$ cat config.mk
export PLATFORM = sky130hd
export DESIGN_NAME = div
export DESIGN_NICKNAME = d
export VERILOG_FILES = /design/src/rtl/div_pkg.sv /design/src/rtl/div.sv
export SDC_FILE = /design/constraint.sdc
export NUM_CORES = 1
export LEC_CHECK = 0
export CAP_MARGIN = 30
export CORE_ASPECT_RATIO = 1.1
export CORE_MARGIN = 3
export CORE_UTILIZATION = 61
export DETAILED_ROUTE_END_ITERATION = 8
export GPL_TIMING_DRIVEN = 1
export PLACE_DENSITY = 0.86
export SLEW_MARGIN = 5
export SYNTH_ARGS = -nofsm -noshare
export SYNTH_HDL_FRONTEND = slang
export SYNTH_SLANG_ARGS = --single-unit
$ cat constraint.sdc
create_clock -name clk -period 5.9 [get_ports clk]
set_clock_uncertainty 0.05 [all_clocks]
set_input_delay 1.77 -clock clk [delete_from_list [all_inputs] [get_ports clk]]
set_output_delay 1.77 -clock clk [all_outputs]
set_load 0.05 [all_outputs]
$ cat src/rtl/div_pkg.sv
// Shared definitions for the multi-cycle integer divider and its EX-stage user:
// bus widths, handshake levels, ALU opcodes, FSM states and sign helpers.
package div_pkg;

  localparam int REG_BUS        = 32;
  localparam int DOUBLE_REG_BUS = 64;

  localparam logic DIV_RESULT_READY     = 1'b1;
  localparam logic DIV_RESULT_NOT_READY = 1'b0;
  localparam logic DIV_START            = 1'b1;
  localparam logic DIV_STOP             = 1'b0;

  localparam logic [7:0] EXE_DIV_OP  = 8'b0001_1010;
  localparam logic [7:0] EXE_DIVU_OP = 8'b0001_1011;

  typedef enum logic [1:0] {
    DIV_FREE    = 2'b00,
    DIV_BY_ZERO = 2'b01,
    DIV_ON      = 2'b10,
    DIV_END     = 2'b11
  } div_state_e;

  // Two's-complement negation of a register-width value.
  function automatic logic [REG_BUS-1:0] twos_neg(input logic [REG_BUS-1:0] v);
    return (~v) + 32'd1;
  endfunction

  // Magnitude of an operand: negative values are negated only in signed mode.
  function automatic logic [REG_BUS-1:0] op_mag(input logic sgn_mode,
                                                input logic [REG_BUS-1:0] v);
    logic [REG_BUS-1:0] m;
    if (sgn_mode && v[REG_BUS-1]) begin
      m = twos_neg(v);
    end else begin
      m = v;
    end
    return m;
  endfunction

endpackage

$ cat src/rtl/div.sv
// Restoring 32-bit divider, one quotient bit per clock. Produces
// {remainder, quotient} for the HI/LO write; operands are latched on
// acceptance so EX may change them freely while the division runs.
module div
  import div_pkg::*;
(
  input  logic                      clk,
  input  logic                      rst,
  input  logic                      signed_div_i,
  input  logic [REG_BUS-1:0]        opdata1_i,
  input  logic [REG_BUS-1:0]        opdata2_i,
  input  logic                      start_i,
  input  logic                      annul_i,
  output logic [DOUBLE_REG_BUS-1:0] result_o,
  output logic                      ready_o
);

  div_state_e                r_state;
  logic [5:0]                r_cnt;
  logic [64:0]               r_dividend;
  logic [REG_BUS-1:0]        r_divisor;
  logic                      r_sign_q;
  logic                      r_sign_r;
  logic                      r_ready;
  logic [DOUBLE_REG_BUS-1:0] r_result;

  div_state_e                w_state_nxt;
  logic [5:0]                w_cnt_nxt;
  logic [64:0]               w_dividend_nxt;
  logic [REG_BUS-1:0]        w_divisor_nxt;
  logic                      w_sign_q_nxt;
  logic                      w_sign_r_nxt;
  logic                      w_ready_nxt;
  logic [DOUBLE_REG_BUS-1:0] w_result_nxt;

  logic [32:0]               w_diff;
  logic [REG_BUS-1:0]        w_quo;
  logic [REG_BUS-1:0]        w_rem;

  // Trial subtraction of the divisor from the current partial remainder;
  // bit 32 set means the divisor did not fit.
  assign w_diff = {1'b0, r_dividend[63:32]} - {1'b0, r_divisor};

  // Sign-corrected results once all 32 steps are done.
  assign w_quo = r_sign_q ? twos_neg(r_dividend[31:0])  : r_dividend[31:0];
  assign w_rem = r_sign_r ? twos_neg(r_dividend[64:33]) : r_dividend[64:33];

  assign ready_o  = r_ready;
  assign result_o = r_result;

  // Register all divider state; reset aborts any division in progress.
  always_ff @(posedge clk or negedge rst) begin
    if (!rst) begin
      r_state    <= DIV_FREE;
      r_cnt      <= 6'd0;
      r_dividend <= 65'd0;
      r_divisor  <= 32'd0;
      r_sign_q   <= 1'b0;
      r_sign_r   <= 1'b0;
      r_ready    <= DIV_RESULT_NOT_READY;
      r_result   <= 64'd0;
    end else begin
      r_state    <= w_state_nxt;
      r_cnt      <= w_cnt_nxt;
      r_dividend <= w_dividend_nxt;
      r_divisor  <= w_divisor_nxt;
      r_sign_q   <= w_sign_q_nxt;
      r_sign_r   <= w_sign_r_nxt;
      r_ready    <= w_ready_nxt;
      r_result   <= w_result_nxt;
    end
  end

  // Next-state and datapath update; annul wins over start everywhere.
  always_comb begin
    w_state_nxt    = r_state;
    w_cnt_nxt      = r_cnt;
    w_dividend_nxt = r_dividend;
    w_divisor_nxt  = r_divisor;
    w_sign_q_nxt   = r_sign_q;
    w_sign_r_nxt   = r_sign_r;
    w_ready_nxt    = r_ready;
    w_result_nxt   = r_result;

    case (r_state)
      DIV_FREE: begin
        w_ready_nxt  = DIV_RESULT_NOT_READY;
        w_result_nxt = 64'd0;
        if ((start_i == DIV_START) && !annul_i) begin
          w_sign_q_nxt   = signed_div_i & (opdata1_i[31] ^ opdata2_i[31]);
          w_sign_r_nxt   = signed_div_i & opdata1_i[31];
          w_divisor_nxt  = op_mag(signed_div_i, opdata2_i);
          w_dividend_nxt = {32'd0, op_mag(signed_div_i, opdata1_i), 1'b0};
          w_cnt_nxt      = 6'd0;
          if (opdata2_i == 32'd0) begin
            w_state_nxt = DIV_BY_ZERO;
          end else begin
            w_state_nxt = DIV_ON;
          end
        end else begin
          w_state_nxt = DIV_FREE;
        end
      end

      DIV_BY_ZERO: begin
        if (annul_i) begin
          w_state_nxt  = DIV_FREE;
          w_ready_nxt  = DIV_RESULT_NOT_READY;
          w_result_nxt = 64'd0;
        end else begin
          w_state_nxt  = DIV_END;
          w_ready_nxt  = DIV_RESULT_READY;
          w_result_nxt = 64'd0;
        end
      end

      DIV_ON: begin
        if (annul_i) begin
          w_state_nxt  = DIV_FREE;
          w_cnt_nxt    = 6'd0;
          w_ready_nxt  = DIV_RESULT_NOT_READY;
          w_result_nxt = 64'd0;
        end else if (r_cnt == 6'd32) begin
          w_state_nxt  = DIV_END;
          w_cnt_nxt    = 6'd0;
          w_ready_nxt  = DIV_RESULT_READY;
          w_result_nxt = {w_rem, w_quo};
        end else begin
          w_cnt_nxt = r_cnt + 6'd1;
          if (w_diff[32]) begin
            w_dividend_nxt = {r_dividend[63:0], 1'b0};
          end else begin
            w_dividend_nxt = {w_diff[31:0], r_dividend[31:0], 1'b1};
          end
        end
      end

      DIV_END: begin
        if (annul_i || (start_i == DIV_STOP)) begin
          w_state_nxt  = DIV_FREE;
          w_ready_nxt  = DIV_RESULT_NOT_READY;
          w_result_nxt = 64'd0;
        end else begin
          w_state_nxt  = DIV_END;
          w_ready_nxt  = DIV_RESULT_READY;
        end
      end

      default: begin
        w_state_nxt    = DIV_FREE;
        w_cnt_nxt      = 6'd0;
        w_dividend_nxt = 65'd0;
        w_ready_nxt    = DIV_RESULT_NOT_READY;
        w_result_nxt   = 64'd0;
      end
    endcase
  end

endmodule

==> impl_metrics.json <==
{
  "run_status": "finished clean",
  "grt_overflow": 0,
  "tritoncts_num_sinks": 172,
  "drt.antenna.violating_nets": 0,
  "grt_use_met2_pct": 44.5,
  "worstPathRequired_ps": 6150,
  "fill_cells": 1393,
  "syn_inst": 1335,
  "critPathBufInv": 2,
  "finalWorstPathRequiredPeriod_ps": 4440,
  "final_nets": 1542,
  "r2r_end": "r_dividend[59]$_DFFE_PN0P_",
  "rsz0062_at_grt": "false",
  "drc_errors": 0,
  "num_io_pins": 134,
  "row_count": 51,
  "busiest_layer": "met2",
  "post_synth_top_flop": "dfrtp_1",
  "synthMostInstantiatedCell": "nand2_1",
  "timing.rr.start": "r_dividend[36]$_DFFE_PN0P_",
  "vias": 9887,
  "dieWidth_um": 134,
  "synth_enable_flop_cells": 0,
  "clock-root-buffer": "clkbuf_16",
  "final_design_area_no_fill_sq_mm": 0.0131,
  "cts_resized": 0,
  "timing.final.ws_setup_ps": 1460,
  "slew_violations": 0,
  "crit_path_launch": "opdata2_i[10]",
  "synth_sequential_area_ratio_pct": 38.9,
  "synth_largest_type_area_fraction_pct": 38.9,
  "worst_path_dominant_cell_family": "simple AND/OR/NAND/NOR gates",
  "synth.ff_latch_count": 172,
  "synth_cell_types": 54,
  "worstSetupEndpoint": "r_divisor[30]$_DFFE_PN0P_",
  "initial_utilization_pct": 62.4,
  "post_cts_hold_buffers": 0,
  "critical_path_peak_fanout": 5,
  "drt_wl_total_mm": 26.5,
  "htreeDepth": 4,
  "grt_use_met1_pct": 36.0,
  "first_global_vias": 9189,
  "core_region_area_sq_mm": 0.0177,
  "post_route_cells_drive_above_1_share_pct": 4.64,
  "slew_at_the_pin_closest_to_its_max_slew_limit_ps": 1050,
  "die_height_um": 147,
  "endpoint_kind": "flop",
  "drt_pass1_iterations": 5,
  "leakagePower_nw": 5.70,
  "gp_congestion": 0.997,
  "syn_nets": 1447,
  "detailedPlace.worstSlack_ps": 1020,
  "type_of_the_worst_setup_path": "input port to flop",
  "grt.total_usage_pct": 26.9,
  "ys_top_cells_by_area": "dfrtp_1 (39%), o21ai_0 (9.3%), nand2_1 (7.2%)",
  "routed_wire_length_per_instance_um": 15.8,
  "antenna_violations_before_repair": 0,
  "final-setup-viol-count": 0,
  "tritoncts": "yes",
  "via_per_inst": 5.88,
  "clock.fmax_mhz": 225,
  "post_cts.repair.setup_buffers": 0,
  "setup.reg_to_reg.worst_slack_ps": 2100,
  "place.port_buffers": 133,
  "fin_tns_setup_ps": 0,
  "worst_reg2reg_path_length_in_cells": 11,
  "synth_area_sq_mm": 0.0111,
  "num_antenna_cells": 0,
  "cp.depth": 12,
  "layout_worst_path_cycle_share_pct": 75.3,
  "dp_hpwl_mm": 19.4,
  "reg_clk_slew_reported_paths_ps": 70,
  "async_set_or_reset_register_ratio_after_synthesis_pct": 100,
  "grt_first_pass_wirelength_mm": 44.1,
  "timing.critical_path.slowest_cell_delay_ps": 560,
  "met3_usage_pct": 4.62,
  "vdd.ir_drop.worst_mv": 0.231,
  "pwr_density_cell_mw_per_mm2": 295,
  "worst_path_max_delay_cell": "or4_1",
  "die-area_sq_mm": 0.0198,
  "timing_hold_violations_final": 0,
  "grt_start_max_net_pins": 100,
  "postPlaceCellArea_sq_mm": 0.0125,
  "cts_buffer_depth": 2,
  "netlist_top_cells_count": "nand2_1 (212), o21ai_0 (206), dfrtp_1 (172)",
  "insertion_delay_ps": 440,
  "timing.hold.worst.class": "flop to flop",
  "syn-mean-instance-area_sq_um": 8.30,
  "area.growth.synth_to_final_pct": 18.6,
  "yosysWarningCount": 0,
  "critical_path_arrival_ps": 4690,
  "timing.critical_path.from_type": "input port",
  "synth_top_area_cell": "dfrtp_1",
  "max_cap_violations": 0,
  "iteration_0_drc_markers": 650,
  "worst_slew_margin_rel_pct": 30.1,
  "cts_inserted_buffers": 17,
  "cp_cell_sequence": "clkdlybuf4s50_1 > or4_1 > or3_1 > nor2_1 > nand2_1 > or4_1 > nor4_1 > buf_4 > nor2b_1 > nor2_1 > xnor2_1 > o21ai_0"
}
## worst min-delay path: stages, from the launching register on
cell     delay (ps)
dfrtp_1         340
nand2_1          50
o31ai_1          50
## layout make-up
class	count	area (sq um)	share of cell area [%]
multi-input cells	1042	6340	48.2
well taps	238	298	2.27
clock inverters	13	133	1.01
repair buffers	143	1410	10.7
clock buffers	19	453	3.45
flip-flops and latches	172	4300	32.8
inverters	54	203	1.54
## per-stage QoR
step	hold WS, ps	utilization [%]	power [W]	instances
5_1_grt	455	74.0	0.00411	1681
6_report	425	74.0	0.00387	1681
4_1_cts	431	74.0	0.00388	1681
3_5_place_dp	416	70.7	0.00277	1649
3_3_place_gp	410	70.7	0.00272	1649
2_1_floorplan	400	-	0.00241	1335
## cells by family after synthesis
family | after synthesis | synth area share (%)
flip-flops | 172 | 38.9
XOR/XNOR | 141 | 11.1
AND/OR/NAND/NOR | 424 | 17.8
adder cells (fa/ha/maj) | 43 | 4.92
AO/OA/AOI/OAI | 426 | 22.4
multiplexers | 8 | 0.734
buffers and inverters | 121 | 4.10
## how the worst min path moves through the flow
stage,startpoint,cells after the start,end,slack (ps)
after floorplan,r_divisor[10]$_DFFE_PN0P_,2,r_divisor[10]$_DFFE_PN0P_,400
after CTS,result_o[33]$_DFFE_PN0P_,2,result_o[33]$_DFFE_PN0P_,430
after global placement,result_o[22]$_DFFE_PN0P_,2,result_o[22]$_DFFE_PN0P_,410
after detailed placement,result_o[33]$_DFFE_PN0P_,2,result_o[33]$_DFFE_PN0P_,420
after global routing,result_o[0]$_DFFE_PN0P_,2,result_o[0]$_DFFE_PN0P_,460
final,result_o[33]$_DFFE_PN0P_,2,result_o[33]$_DFFE_PN0P_,420
## where the power goes
part	switching, W	leakage (nW)	internal (W)
clock network	0.000490	0.275	0.000613
registers	0.000223	2.30	0.00137
logic	0.000707	3.13	0.000468
total	0.00142	5.70	0.00245
## metal layers
metal / routed length, um / vias up
li1: - / 4895
met1: 11400 / 4613
met2: 12900 / 330
met3: 1720 / 49
met4: 478 / 0
met5: 0 / -
## state kept, by name, summed over array words and instances (netlist names)
signal,cells
r_sign_r,1
r_sign_q,1
r_cnt,6
r_divisor,32
result_o,64
ready_o,1
r_state,2
r_dividend,65
## layout by cell type (no fill, tap or decap), drive strengths merged, types with 4 or more instances in the layout
| master | netlist | layout |
|---|---|---|
| a22o | 7 | 7 |
| or2 | 8 | 8 |
| clkdlybuf4s50 | 0 | 132 |
| nor4 | 15 | 15 |
| buf | 7 | 11 |
| nand2b | 13 | 13 |
| o211ai | 7 | 7 |
| a31oi | 5 | 5 |
| nand4 | 5 | 5 |
| nand3 | 11 | 11 |
| clkbuf | 60 | 19 |
| nand2 | 212 | 212 |
| o31ai | 43 | 43 |
| nor2b | 7 | 7 |
| nor2 | 78 | 78 |
| ha | 42 | 42 |
| mux2i | 7 | 7 |
| a21o | 16 | 16 |
| a21oi | 99 | 99 |
| and3 | 6 | 6 |
| a32oi | 8 | 8 |
| nor3 | 18 | 18 |
| xnor2 | 52 | 52 |
| xor2 | 89 | 89 |
| inv | 54 | 59 |
| or4 | 20 | 20 |
| o21ai | 207 | 207 |
| o41ai | 12 | 12 |
| dfrtp | 172 | 172 |
| or3 | 21 | 21 |
| clkinvlp | 0 | 4 |
(Power assumes the default switching activity.)
